===== src/rtl/axis2fifo_pack_pkg.sv =====
// Shared definitions for the pixel packer and the FIFO read side:
// state encoding, lane count and lane bit placement.
package axis2fifo_pack_pkg;

  typedef enum logic [0:0] {
    WAIT_SOF = 1'b0,
    PACK     = 1'b1
  } pack_state_e;

  localparam int unsigned LANES      = 4;
  localparam int unsigned LANE_IDX_W = 2;

  typedef logic [LANE_IDX_W-1:0] lane_t;

  // Lane 0 occupies the most significant pixel slot of the word.
  function automatic int unsigned lane_lsb(input lane_t lane, input int unsigned pix_w);
    return (LANES - 1 - 32'(lane)) * pix_w;
  endfunction

endpackage


===== src/rtl/axis2fifo_pack_if.sv =====
// Pixel stream input and FIFO write port of the packer, grouped as one bus.
interface axis2fifo_pack_if #(
  parameter int unsigned AXIS_DATA_WIDTH = 32,
  parameter int unsigned FDW             = 128
);
  logic                         S_AXIS_TREADY;
  logic [AXIS_DATA_WIDTH-1:0]   S_AXIS_TDATA;
  logic [AXIS_DATA_WIDTH/8-1:0] S_AXIS_TSTRB;
  logic                         S_AXIS_TLAST;
  logic                         S_AXIS_TVALID;
  logic                         S_AXIS_USER;
  logic                         fwr_rdy;
  logic                         fwr_vld;
  logic [FDW-1:0]               fwr_dout;

  modport slave (
    output S_AXIS_TREADY, fwr_vld, fwr_dout,
    input  S_AXIS_TDATA, S_AXIS_TSTRB, S_AXIS_TLAST, S_AXIS_TVALID, S_AXIS_USER, fwr_rdy
  );

  modport master (
    input  S_AXIS_TREADY, fwr_vld, fwr_dout,
    output S_AXIS_TDATA, S_AXIS_TSTRB, S_AXIS_TLAST, S_AXIS_TVALID, S_AXIS_USER, fwr_rdy
  );
endinterface


===== src/rtl/pack_out_reg.sv =====
// One-word valid/ready holding register between the packer and the FIFO.
module pack_out_reg #(
  parameter int unsigned W = 128
) (
  input  logic         clk,
  input  logic         rst_n,
  input  logic         load_vld,
  input  logic [W-1:0] load_data,
  output logic         load_rdy_c,
  output logic         word_vld,
  output logic [W-1:0] word_data,
  input  logic         word_rdy
);

  // Free when empty or when the held word drains this cycle.
  assign load_rdy_c = !word_vld || word_rdy;

  always_ff @(posedge clk or negedge rst_n) begin
    if (!rst_n) begin
      word_vld  <= 1'b0;
      word_data <= '0;
    end else if (load_vld) begin
      word_vld  <= 1'b1;
      word_data <= load_data;
    end else if (word_rdy) begin
      word_vld  <= 1'b0;
    end
  end

endmodule


===== src/rtl/axis2fifo_pack.sv =====
// Packs four accepted AXI-Stream pixels into one FIFO word, with frame
// synchronisation on USER and line-length error tracking.
module axis2fifo_pack
  import axis2fifo_pack_pkg::*;
#(
  parameter int unsigned FDW               = 128,
  parameter int unsigned FAW               = 8,
  parameter int unsigned AXIS_DATA_WIDTH   = 32,
  parameter int unsigned PIXELS_HORIZONTAL = 1280,
  parameter int unsigned PIXELS_VERTICAL   = 1024
) (
  input  logic                    S_AXIS_ACLK,
  input  logic                    S_AXIS_ARESETN,
  axis2fifo_pack_if.slave         bus,
  output logic                    sof_pulse,
  output logic                    err_short,
  output logic                    err_long
);

  localparam int unsigned PW  = AXIS_DATA_WIDTH;
  localparam int unsigned PCW = $clog2(PIXELS_HORIZONTAL) + 1;
  localparam int unsigned LCW = $clog2(PIXELS_VERTICAL) + 1;
  localparam logic [PCW-1:0] PIX_LAST  = PCW'(PIXELS_HORIZONTAL - 1);
  localparam logic [LCW-1:0] LINE_LAST = LCW'(PIXELS_VERTICAL - 1);

  pack_state_e    state, state_nxt;
  lane_t          lane, lane_nxt;
  logic [PCW-1:0] pix_cnt, pix_nxt;
  logic [LCW-1:0] line_cnt, line_nxt;
  logic [FDW-1:0] acc, acc_nxt, word_c;
  logic           run;
  logic           emit;
  logic           sof_nxt;
  logic           err_short_set, err_long_set;
  logic           out_rdy_c;
  logic           accept, user, line_end, frame_end;

  logic [FAW-1:0] unused_faw;
  logic           unused_strb;
  assign unused_faw  = '0;
  assign unused_strb = ^bus.S_AXIS_TSTRB;

  // Ready stays low until the first clock after reset release.
  assign bus.S_AXIS_TREADY = run && ((state == WAIT_SOF) || out_rdy_c);

  assign accept    = bus.S_AXIS_TVALID && bus.S_AXIS_TREADY;
  assign user      = bus.S_AXIS_USER;
  assign line_end  = accept && !user && (state == PACK) &&
                     (bus.S_AXIS_TLAST || (pix_cnt >= PIX_LAST));
  assign frame_end = line_end && (line_cnt >= LINE_LAST);
  assign word_c    = acc | (FDW'(bus.S_AXIS_TDATA) << lane_lsb(lane, PW));

  // State register.
  always_ff @(posedge S_AXIS_ACLK or negedge S_AXIS_ARESETN) begin
    if (!S_AXIS_ARESETN) state <= WAIT_SOF;
    else                 state <= state_nxt;
  end

  // Next-state logic.
  always_comb begin
    state_nxt = state;
    unique case (state)
      WAIT_SOF: if (accept && user) state_nxt = PACK;
      PACK: begin
        if (accept && user) state_nxt = PACK;
        else if (frame_end) state_nxt = WAIT_SOF;
      end
      default: state_nxt = WAIT_SOF;
    endcase
  end

  // Datapath and flag controls.
  always_comb begin
    acc_nxt       = acc;
    lane_nxt      = lane;
    pix_nxt       = pix_cnt;
    line_nxt      = line_cnt;
    emit          = 1'b0;
    sof_nxt       = 1'b0;
    err_short_set = 1'b0;
    err_long_set  = 1'b0;
    if (accept) begin
      if (user) begin
        // USER always restarts the frame; any partial word is dropped.
        acc_nxt       = FDW'(bus.S_AXIS_TDATA) << lane_lsb(lane_t'(0), PW);
        lane_nxt      = lane_t'(1);
        pix_nxt       = PCW'(1);
        line_nxt      = '0;
        sof_nxt       = 1'b1;
        err_short_set = (state == PACK) && (lane != lane_t'(0));
      end else if (state == PACK) begin
        if (line_end) begin
          emit          = 1'b1;
          acc_nxt       = '0;
          lane_nxt      = '0;
          pix_nxt       = '0;
          line_nxt      = frame_end ? '0 : line_cnt + LCW'(1);
          err_short_set = bus.S_AXIS_TLAST && (pix_cnt < PIX_LAST);
          err_long_set  = !bus.S_AXIS_TLAST;
        end else if (lane == lane_t'(LANES - 1)) begin
          emit     = 1'b1;
          acc_nxt  = '0;
          lane_nxt = '0;
          pix_nxt  = pix_cnt + PCW'(1);
        end else begin
          acc_nxt  = word_c;
          lane_nxt = lane + lane_t'(1);
          pix_nxt  = pix_cnt + PCW'(1);
        end
      end
    end
  end

  always_ff @(posedge S_AXIS_ACLK or negedge S_AXIS_ARESETN) begin
    if (!S_AXIS_ARESETN) begin
      run       <= 1'b0;
      lane      <= '0;
      pix_cnt   <= '0;
      line_cnt  <= '0;
      acc       <= '0;
      sof_pulse <= 1'b0;
      err_short <= 1'b0;
      err_long  <= 1'b0;
    end else begin
      run       <= 1'b1;
      lane      <= lane_nxt;
      pix_cnt   <= pix_nxt;
      line_cnt  <= line_nxt;
      acc       <= acc_nxt;
      sof_pulse <= sof_nxt;
      err_short <= err_short | err_short_set;
      err_long  <= err_long | err_long_set;
    end
  end

  pack_out_reg #(.W(FDW)) u_out (
    .clk        (S_AXIS_ACLK),
    .rst_n      (S_AXIS_ARESETN),
    .load_vld   (emit),
    .load_data  (word_c),
    .load_rdy_c (out_rdy_c),
    .word_vld   (bus.fwr_vld),
    .word_data  (bus.fwr_dout),
    .word_rdy   (bus.fwr_rdy)
  );

endmodule


===== src/flat_wrapper.sv =====
// flat-port wrapper written by rule: the top's interface ports become plain ports
module axis2fifo_pack_flat import axis2fifo_pack_pkg::*;
#(
  parameter int unsigned FDW               = 128,
  parameter int unsigned FAW               = 8,
  parameter int unsigned AXIS_DATA_WIDTH   = 32,
  parameter int unsigned PIXELS_HORIZONTAL = 1280,
  parameter int unsigned PIXELS_VERTICAL   = 1024
)
  (S_AXIS_ACLK, S_AXIS_ARESETN, sof_pulse, err_short, err_long, bus_S_AXIS_TREADY, bus_fwr_vld, bus_fwr_dout, bus_S_AXIS_TDATA, bus_S_AXIS_TSTRB, bus_S_AXIS_TLAST, bus_S_AXIS_TVALID, bus_S_AXIS_USER, bus_fwr_rdy);
  axis2fifo_pack_if #(.AXIS_DATA_WIDTH(AXIS_DATA_WIDTH), .FDW(FDW)) bus_i ();
  input  logic S_AXIS_ACLK;
  input  logic S_AXIS_ARESETN;
  output logic sof_pulse;
  output logic err_short;
  output logic err_long;
  output wire logic [$bits(bus_i.S_AXIS_TREADY)-1:0] bus_S_AXIS_TREADY;
  output wire logic [$bits(bus_i.fwr_vld)-1:0] bus_fwr_vld;
  output wire logic [$bits(bus_i.fwr_dout)-1:0] bus_fwr_dout;
  input wire logic [$bits(bus_i.S_AXIS_TDATA)-1:0] bus_S_AXIS_TDATA;
  input wire logic [$bits(bus_i.S_AXIS_TSTRB)-1:0] bus_S_AXIS_TSTRB;
  input wire logic [$bits(bus_i.S_AXIS_TLAST)-1:0] bus_S_AXIS_TLAST;
  input wire logic [$bits(bus_i.S_AXIS_TVALID)-1:0] bus_S_AXIS_TVALID;
  input wire logic [$bits(bus_i.S_AXIS_USER)-1:0] bus_S_AXIS_USER;
  input wire logic [$bits(bus_i.fwr_rdy)-1:0] bus_fwr_rdy;
  assign bus_S_AXIS_TREADY = bus_i.S_AXIS_TREADY;
  assign bus_fwr_vld = bus_i.fwr_vld;
  assign bus_fwr_dout = bus_i.fwr_dout;
  assign bus_i.S_AXIS_TDATA = bus_S_AXIS_TDATA;
  assign bus_i.S_AXIS_TSTRB = bus_S_AXIS_TSTRB;
  assign bus_i.S_AXIS_TLAST = bus_S_AXIS_TLAST;
  assign bus_i.S_AXIS_TVALID = bus_S_AXIS_TVALID;
  assign bus_i.S_AXIS_USER = bus_S_AXIS_USER;
  assign bus_i.fwr_rdy = bus_fwr_rdy;
  axis2fifo_pack #(.FDW(FDW), .FAW(FAW), .AXIS_DATA_WIDTH(AXIS_DATA_WIDTH), .PIXELS_HORIZONTAL(PIXELS_HORIZONTAL), .PIXELS_VERTICAL(PIXELS_VERTICAL)) u_core (.S_AXIS_ACLK(S_AXIS_ACLK), .S_AXIS_ARESETN(S_AXIS_ARESETN), .bus(bus_i), .sof_pulse(sof_pulse), .err_short(err_short), .err_long(err_long));
endmodule

===== config.mk =====
export PLATFORM = sky130hd
export DESIGN_NAME = axis2fifo_pack_flat
export DESIGN_NICKNAME = d
export VERILOG_FILES = /design/src/rtl/axis2fifo_pack_pkg.sv /design/src/rtl/axis2fifo_pack_if.sv /design/src/rtl/pack_out_reg.sv /design/src/rtl/axis2fifo_pack.sv /design/src/flat_wrapper.sv
export SDC_FILE = /design/constraint.sdc
export NUM_CORES = 1
export LEC_CHECK = 0
export CAP_MARGIN = 20
export CORE_MARGIN = 2
export CORE_UTILIZATION = 40
export CTS_CLUSTER_DIAMETER = 50
export DETAILED_ROUTE_END_ITERATION = 10
export PLACE_DENSITY_LB_ADDON = 0.12
export SLEW_MARGIN = 20
export SYNTH_ARGS = -nofsm -noshare
export SYNTH_HDL_FRONTEND = slang
export SYNTH_SLANG_ARGS = --single-unit

===== constraint.sdc =====
create_clock -name S_AXIS_ACLK -period 4.5 [get_ports S_AXIS_ACLK]
set_clock_uncertainty 0.15 [all_clocks]
set_input_delay 0.9 -clock S_AXIS_ACLK [delete_from_list [all_inputs] [get_ports S_AXIS_ACLK]]
set_output_delay 0.9 -clock S_AXIS_ACLK [all_outputs]
set_load 0.01 [all_outputs]

==> reports/qor.yml, run 1 <==
clock_network:
  ctsResizeCount: 0
  cts_hold_buf: 0
  h-tree-depth: 2
  clkTransAtPathRegs_ps: 50
  clk_root_buffer_cell: "clkbuf_16"
  cts_buffers: 37
  cts_max_path_buffers: 3
  numClockSinks: 287
  clk-insertion-delay-late_ps: 500
  cts_tree: "built"
  cts_setup_buffers: 0
global_routing:
  grt_usage_pct: 21.0
  grt_max_degree: 101
  grt_pass1_vias: 9454
  overflow: 0
  antenna_found_initial: 0
  grt_pass1_wl_um: 55000
pwr:
  p_leak_nw: 6.52
  finalPower_mw: 9.04
  ir_drop_uv: 342
  power_density_nw_per_um2: 582
layout:
  layout.cells.non_filler: 1708
  syn2layout_area_growth_pct: 24.0
  antennaDiodeCount: 0
  drive_gt1_share_pct: 21.4
  fin_nets: 1336
yosys:
  async_flop_share_pct: 100
  synth_edf_count: 0
  ys_warn_count: 0
  synth_nets: 1223
  yosysSeqAreaShare_pct: 57.4
  avgSynthCellArea_um2: 10.6
  synthFlopType: "dfrtp_1"
  ys_types: 59
  syn_inst: 1177
  yosys_register_bits: 287
  synth_area_um2: 12500
sta:
  rsz0062_at_grt: "no"
  fmax_mhz: 300
  tightest_slew_ps: 1040
  setup_violations: 0
  maxSlewViolCount: 0
  final-hold-violation-count: 0
  min_period_over_period_pct: 74.0
  worst_slack_ps: 1170
  max_slew_margin_pct: 30.6
  setup_tns_ps: 0
  hold_ws_ps: 131
  period_needed_ps: 3330
routing:
  drcViolationCount: 0
  vias: 9332
  via_per_inst: 5.46
  drtPass1Iterations: 5
  wl_per_cell_um: 19.9
  final_antenna_net_count: 0
  initialDrtViolationCount: 718
  drt-total-wl_um: 33900
worst_setup_path:
  crit_path_max_fanout: 4
  startpoint_type: "input port"
  reg2reg_from: "u_core.u_out.word_vld$_DFFE_PN0P_"
  cp.required_ps: 3450
  crit_start: "bus_fwr_rdy"
  critPathKind: "input port to output port"
  rrSetupSlack_ps: 1740
  crit_arrival_ps: 2280
  crit_path_end_kind: "output port"
die:
  dieHeight_um: 181
  io_pins: 175
  core_area_um2: 30700
  initial_utilization_pct: 40.8
  dieWidth_um: 181
  row_count: 64
  die-area_um2: 32700
place:
  hpwl_um: 20000
  dp_cells: 1647
  pre_cts_ws_ps: 663
  gp_congestion: 0.766
  port_buffers: 170
run_status:
  status: "finished clean"
min_path:
  hold_path.class: "input port to async pin"
flow_run:
  maxCapViolations: 0
power breakdown:
part / leakage (nW) / internal (mW) / switching, mW
Combinational: 2.14 / 1.25 / 1.33
Sequential: 3.82 / 3.24 / 0.429
Clock: 0.562 / 1.70 / 1.08
Total: 6.52 / 6.20 / 2.84
worst paths after layout:
path | to | cells past startpoint
setup / recovery | bus_S_AXIS_TREADY | 4
hold / removal | u_core.line_cnt[8]$_DFFE_PN0P_ | 1
setup reg to reg | u_core.acc[33]$_DFFE_PN0P_ | 6
hold reg to reg | u_core.err_long$_DFF_PN0_ | 2
max in group asynchronous | u_core.u_out.word_data[83]$_DFFE_PN0P_ | 2
min in group S_AXIS_ACLK | u_core.err_long$_DFF_PN0_ | 2
registers in the layout (all words and copies together) (netlist names), 2 cells and up:
name and count:
u_core.pix_cnt 12, u_core.line_cnt 11, u_core.acc 128, u_core.lane 2, u_core.u_out.word_data 128
metal layers:
layer / part of all wire [%] / track usage (%) / vias up
li1: - / - / 4378
met1: 46 / 30.5 / 4688
met2: 47 / 32.8 / 224
met3: 5.1 / 3.99 / 42
met4: 1.7 / 4.35 / 0
met5: 0 / 0 / -
cells by family (layout without fill, tap and decap cells):
kind of cell    after synthesis  count (layout)  share of synthesized area (%)
buf+inv                     134             269                           5.54
fa+ha+maj                     4               4                          0.400
compound gates              561             561                           27.6
flops                       287             287                           57.4
mux                           2               2                          0.170
xor+xnor                      8               8                          0.560
simple gates                180             180                           8.27
other cells                   1               1                         0.0300
final cells by class:
type | instances | area (um2)
Fill cell | 2802 | 15100
Sequential cell | 287 | 7180
Multi-Input combinational cell | 756 | 4690
Timing Repair Buffer | 197 | 1970
Clock buffer | 50 | 1020
Tap cell | 396 | 495
Clock inverter | 11 | 119
Inverter | 11 | 41.3
critical path, stage by stage:
cell             delay [ps]
clkdlybuf4s50_1         520
nand3b_1                190
and2_1                  140
clkdlybuf4s50_1         530
cell usage after synthesis, types with 2 or more instances:
master,n,area (um2)
a2111oi_4,3,82.6
a21o_1,2,15.0
a21oi_1,138,691
a21oi_2,92,806
a22o_1,32,280
a2bb2oi_1,2,17.5
a31oi_1,5,31.3
a32oi_1,3,26.3
a41o_1,2,20.0
and2_1,3,18.8
and3_1,3,18.8
buf_1,3,11.3
buf_2,59,295
buf_6,15,169
clkbuf_1,45,169
dfrtp_1,287,7180
ha_1,4,50.1
inv_1,10,37.5
nand2_1,23,86.3
nand2b_1,2,12.5
nand3_1,6,30.0
nand4_1,5,31.3
nor2_1,24,90.1
nor2_2,90,563
nor2b_1,2,12.5
nor3_1,6,30.0
nor4_1,3,18.8
o21ai_0,144,721
o21ai_1,121,606
o221ai_1,3,26.3
o31ai_1,4,30.0
or3_1,3,18.8
xnor2_1,4,35.0
xor2_1,4,35.0
metrics by stage:
stage                     cell area [um2]  util, %
after global placement              14400     46.9
after detailed placement            14400     46.9
after floorplan                     12500        -
after CTS                           15500     50.6
after global routing                15500     50.6
final                               15500     50.6
cell usage in the layout (no fill, tap or decap), types with 6 or more instances in the layout:
cell type and count:
o21ai_1 120, clkdlybuf4s50_1 169, nor3_1 6, clkbuf_1 8
nand2_1 23, inv_1 10, a22o_1 32, nor2_2 90
nand3_1 6, buf_4 22, o21ai_0 144, nor2_1 22
a21oi_1 138, dfrtp_1 287, clkbuf_16 37, a21oi_2 91
Power figures use the tool's default switching activity.
==> run 2, diff against run 1 <==
==> constraint.sdc (replaced) <==
create_clock -name S_AXIS_ACLK -period 2.7 [get_ports S_AXIS_ACLK]
set_clock_uncertainty 0.15 [all_clocks]
set_input_delay 0.54 -clock S_AXIS_ACLK [delete_from_list [all_inputs] [get_ports S_AXIS_ACLK]]
set_output_delay 0.54 -clock S_AXIS_ACLK [all_outputs]
set_load 0.01 [all_outputs]
==> reports/qor.yml, run 2 (synthesized netlist as in run 1, its figures left out) <==
run_status:
  status: "finished clean"
global_routing:
  grt_max_degree: 75
  overflow: 0
  grt_pass1_vias: 9747
  antenna_found_initial: 0
  grt_usage_pct: 21.4
  grt_pass1_wl_um: 56300
die:
  row_count: 64
  dieWidth_um: 181
  die-area_um2: 32700
  dieHeight_um: 181
  core_area_um2: 30700
  initial_utilization_pct: 40.8
  io_pins: 175
worst_setup_path:
  crit_arrival_ps: 1950
  crit_start: "bus_fwr_rdy"
  rrSetupSlack_ps: 390
  crit_path_end_kind: "output port"
  endpoint: "bus_S_AXIS_TREADY"
  critPathKind: "input port to output port"
  startpoint_type: "input port"
  cp.required_ps: 2010
  reg2reg_from: "u_core.u_out.word_vld$_DFFE_PN0P_"
  crit_path_max_fanout: 4
  rr_endpoint: "u_core.acc[33]$_DFFE_PN0P_"
  rr_worst_depth: 6
layout:
  final_cell_mix: "287 x dfrtp_1, 169 x clkdlybuf4s50_1, 144 x o21ai_0, 138 x a21oi_1, 120 x o21ai_1"
  antennaDiodeCount: 0
  reg_top3: "u_core.acc: 128 flops, u_core.u_out.word_data: 128 flops, u_core.pix_cnt: 12 flops"
  fin_nets: 1378
  mostFrequentLayoutCell: "dfrtp_1"
  utilization_pct: 52.9
  syn2layout_area_growth_pct: 29.7
  final_cell_area_um2: 16200
  drive_gt1_share_pct: 24.3
sta:
  rsz0062_at_grt: "no"
  tightest_slew_ps: 746
  maxSlewViolCount: 0
  hold_ws_ps: 316
  setup_violations: 0
  period_needed_ps: 2640
  max_slew_margin_pct: 50.3
  final-hold-violation-count: 0
  fmax_mhz: 379
  min_period_over_period_pct: 97.8
  setup_tns_ps: 0
clock_network:
  h-tree-depth: 2
  cts_buffers: 38
  numClockSinks: 287
  clk-insertion-delay-late_ps: 510
  cts_max_path_buffers: 3
  ctsResizeCount: 0
  clk_root_buffer_cell: "clkbuf_16"
  cts_setup_buffers: 0
  cts_tree: "built"
  clkTransAtPathRegs_ps: 60
min_path:
  hold_path.class: "flop to flop"
place:
  port_buffers: 170
  gp_congestion: 0.747
  place_area_um2: 14900
  hpwl_um: 21100
pwr:
  p_leak_nw: 6.87
  power.share.clock_pct: 33.1
  switching_power_mw: 4.90
  pwr-share-seq_pct: 38.8
  comb_power_share_pct: 28.1
  power_density_nw_per_um2: 971
  ir_drop_uv: 540
  swShare_pct: 31.1
  p_int_mw: 10.9
routing:
  final_antenna_net_count: 0
  wl_per_cell_um: 19.5
  drtPass1Iterations: 4
  drt-total-wl_um: 34300
  initialDrtViolationCount: 709
  drcViolationCount: 0
  via_per_inst: 5.41
  vias: 9501
flow_run:
  maxCapViolations: 0
[run 2: changes by cell type in the layout (fill, tap and decap cells not counted), sizes merged]
cell,before,now
buf,28,68
bufinv,2,4
clkbuf,50,53
clkinv,8,7
clkinvlp,1,2
dlygate4sd3,0,1
inv,11,14
[run 2: worst min path at each step]
stage	startpoint	end	slack [ps]	cells after the start
final	u_core.err_long$_DFF_PN0_	u_core.err_long$_DFF_PN0_	320	2
after global routing	u_core.acc[60]$_DFFE_PN0P_	u_core.acc[60]$_DFFE_PN0P_	360	2
after CTS	u_core.err_long$_DFF_PN0_	u_core.err_long$_DFF_PN0_	320	2
after detailed placement	S_AXIS_ARESETN	u_core.line_cnt[5]$_DFFE_PN0P_	300	1
after global placement	S_AXIS_ARESETN	u_core.line_cnt[10]$_DFFE_PN0P_	290	1
after floorplan	S_AXIS_ARESETN	u_core.acc[0]$_DFFE_PN0P_	90	0
[run 2: stage by stage]
| stage | std cells | total power [mW] | worst slack, ps |
|---|---|---|---|
| finish | 1757 | 15.8 | 60.7 |
| global route | 1757 | 16.7 | 19.9 |
| CTS | 1757 | 16.0 | 47.7 |
| detailed placement | 1687 | 10.7 | -211 |
| global placement | 1687 | 10.6 | -209 |
| floorplan | 1177 | 8.19 | 378 |
[run 2: power by group through the flow]
stage | Clock [mW] | Sequential (mW) | Combinational (mW)
floorplan | 0 | 6.32 | 1.87
global route | 5.52 | 6.27 | 4.86
global placement | 0 | 6.18 | 4.43
finish | 5.22 | 6.12 | 4.42
CTS | 5.33 | 6.13 | 4.49
detailed placement | 0 | 6.18 | 4.48
[run 2: final cells by class]
cell class	instances	area (um2)
sequential	287	7180
multi-input combinational	756	4690
inverter	11	41.3
clock inverter	16	216
tap	396	495
timing repair buffer	238	2490
clock buffer	53	1110
fill	2758	14400
[run 2: repair_timing]
action                                 CTS  global route
endpoints found under the hold margin   29             0
setup endpoints to repair                0             0
hold buffers                             1             0
[run 2: metal layers]
layer | track usage (%) | wire length [um]
met2 | 33.2 | 15700
met4 | 5.00 | 503
met3 | 3.23 | 1420
met5 | 0 | 0
met1 | 31.6 | 16700
[run 2: critical path, stage by stage]
cell	delay (ps)
clkdlybuf4s50_1	520
nand3b_1	200
and2_1	150
clkdlybuf4s50_1	530
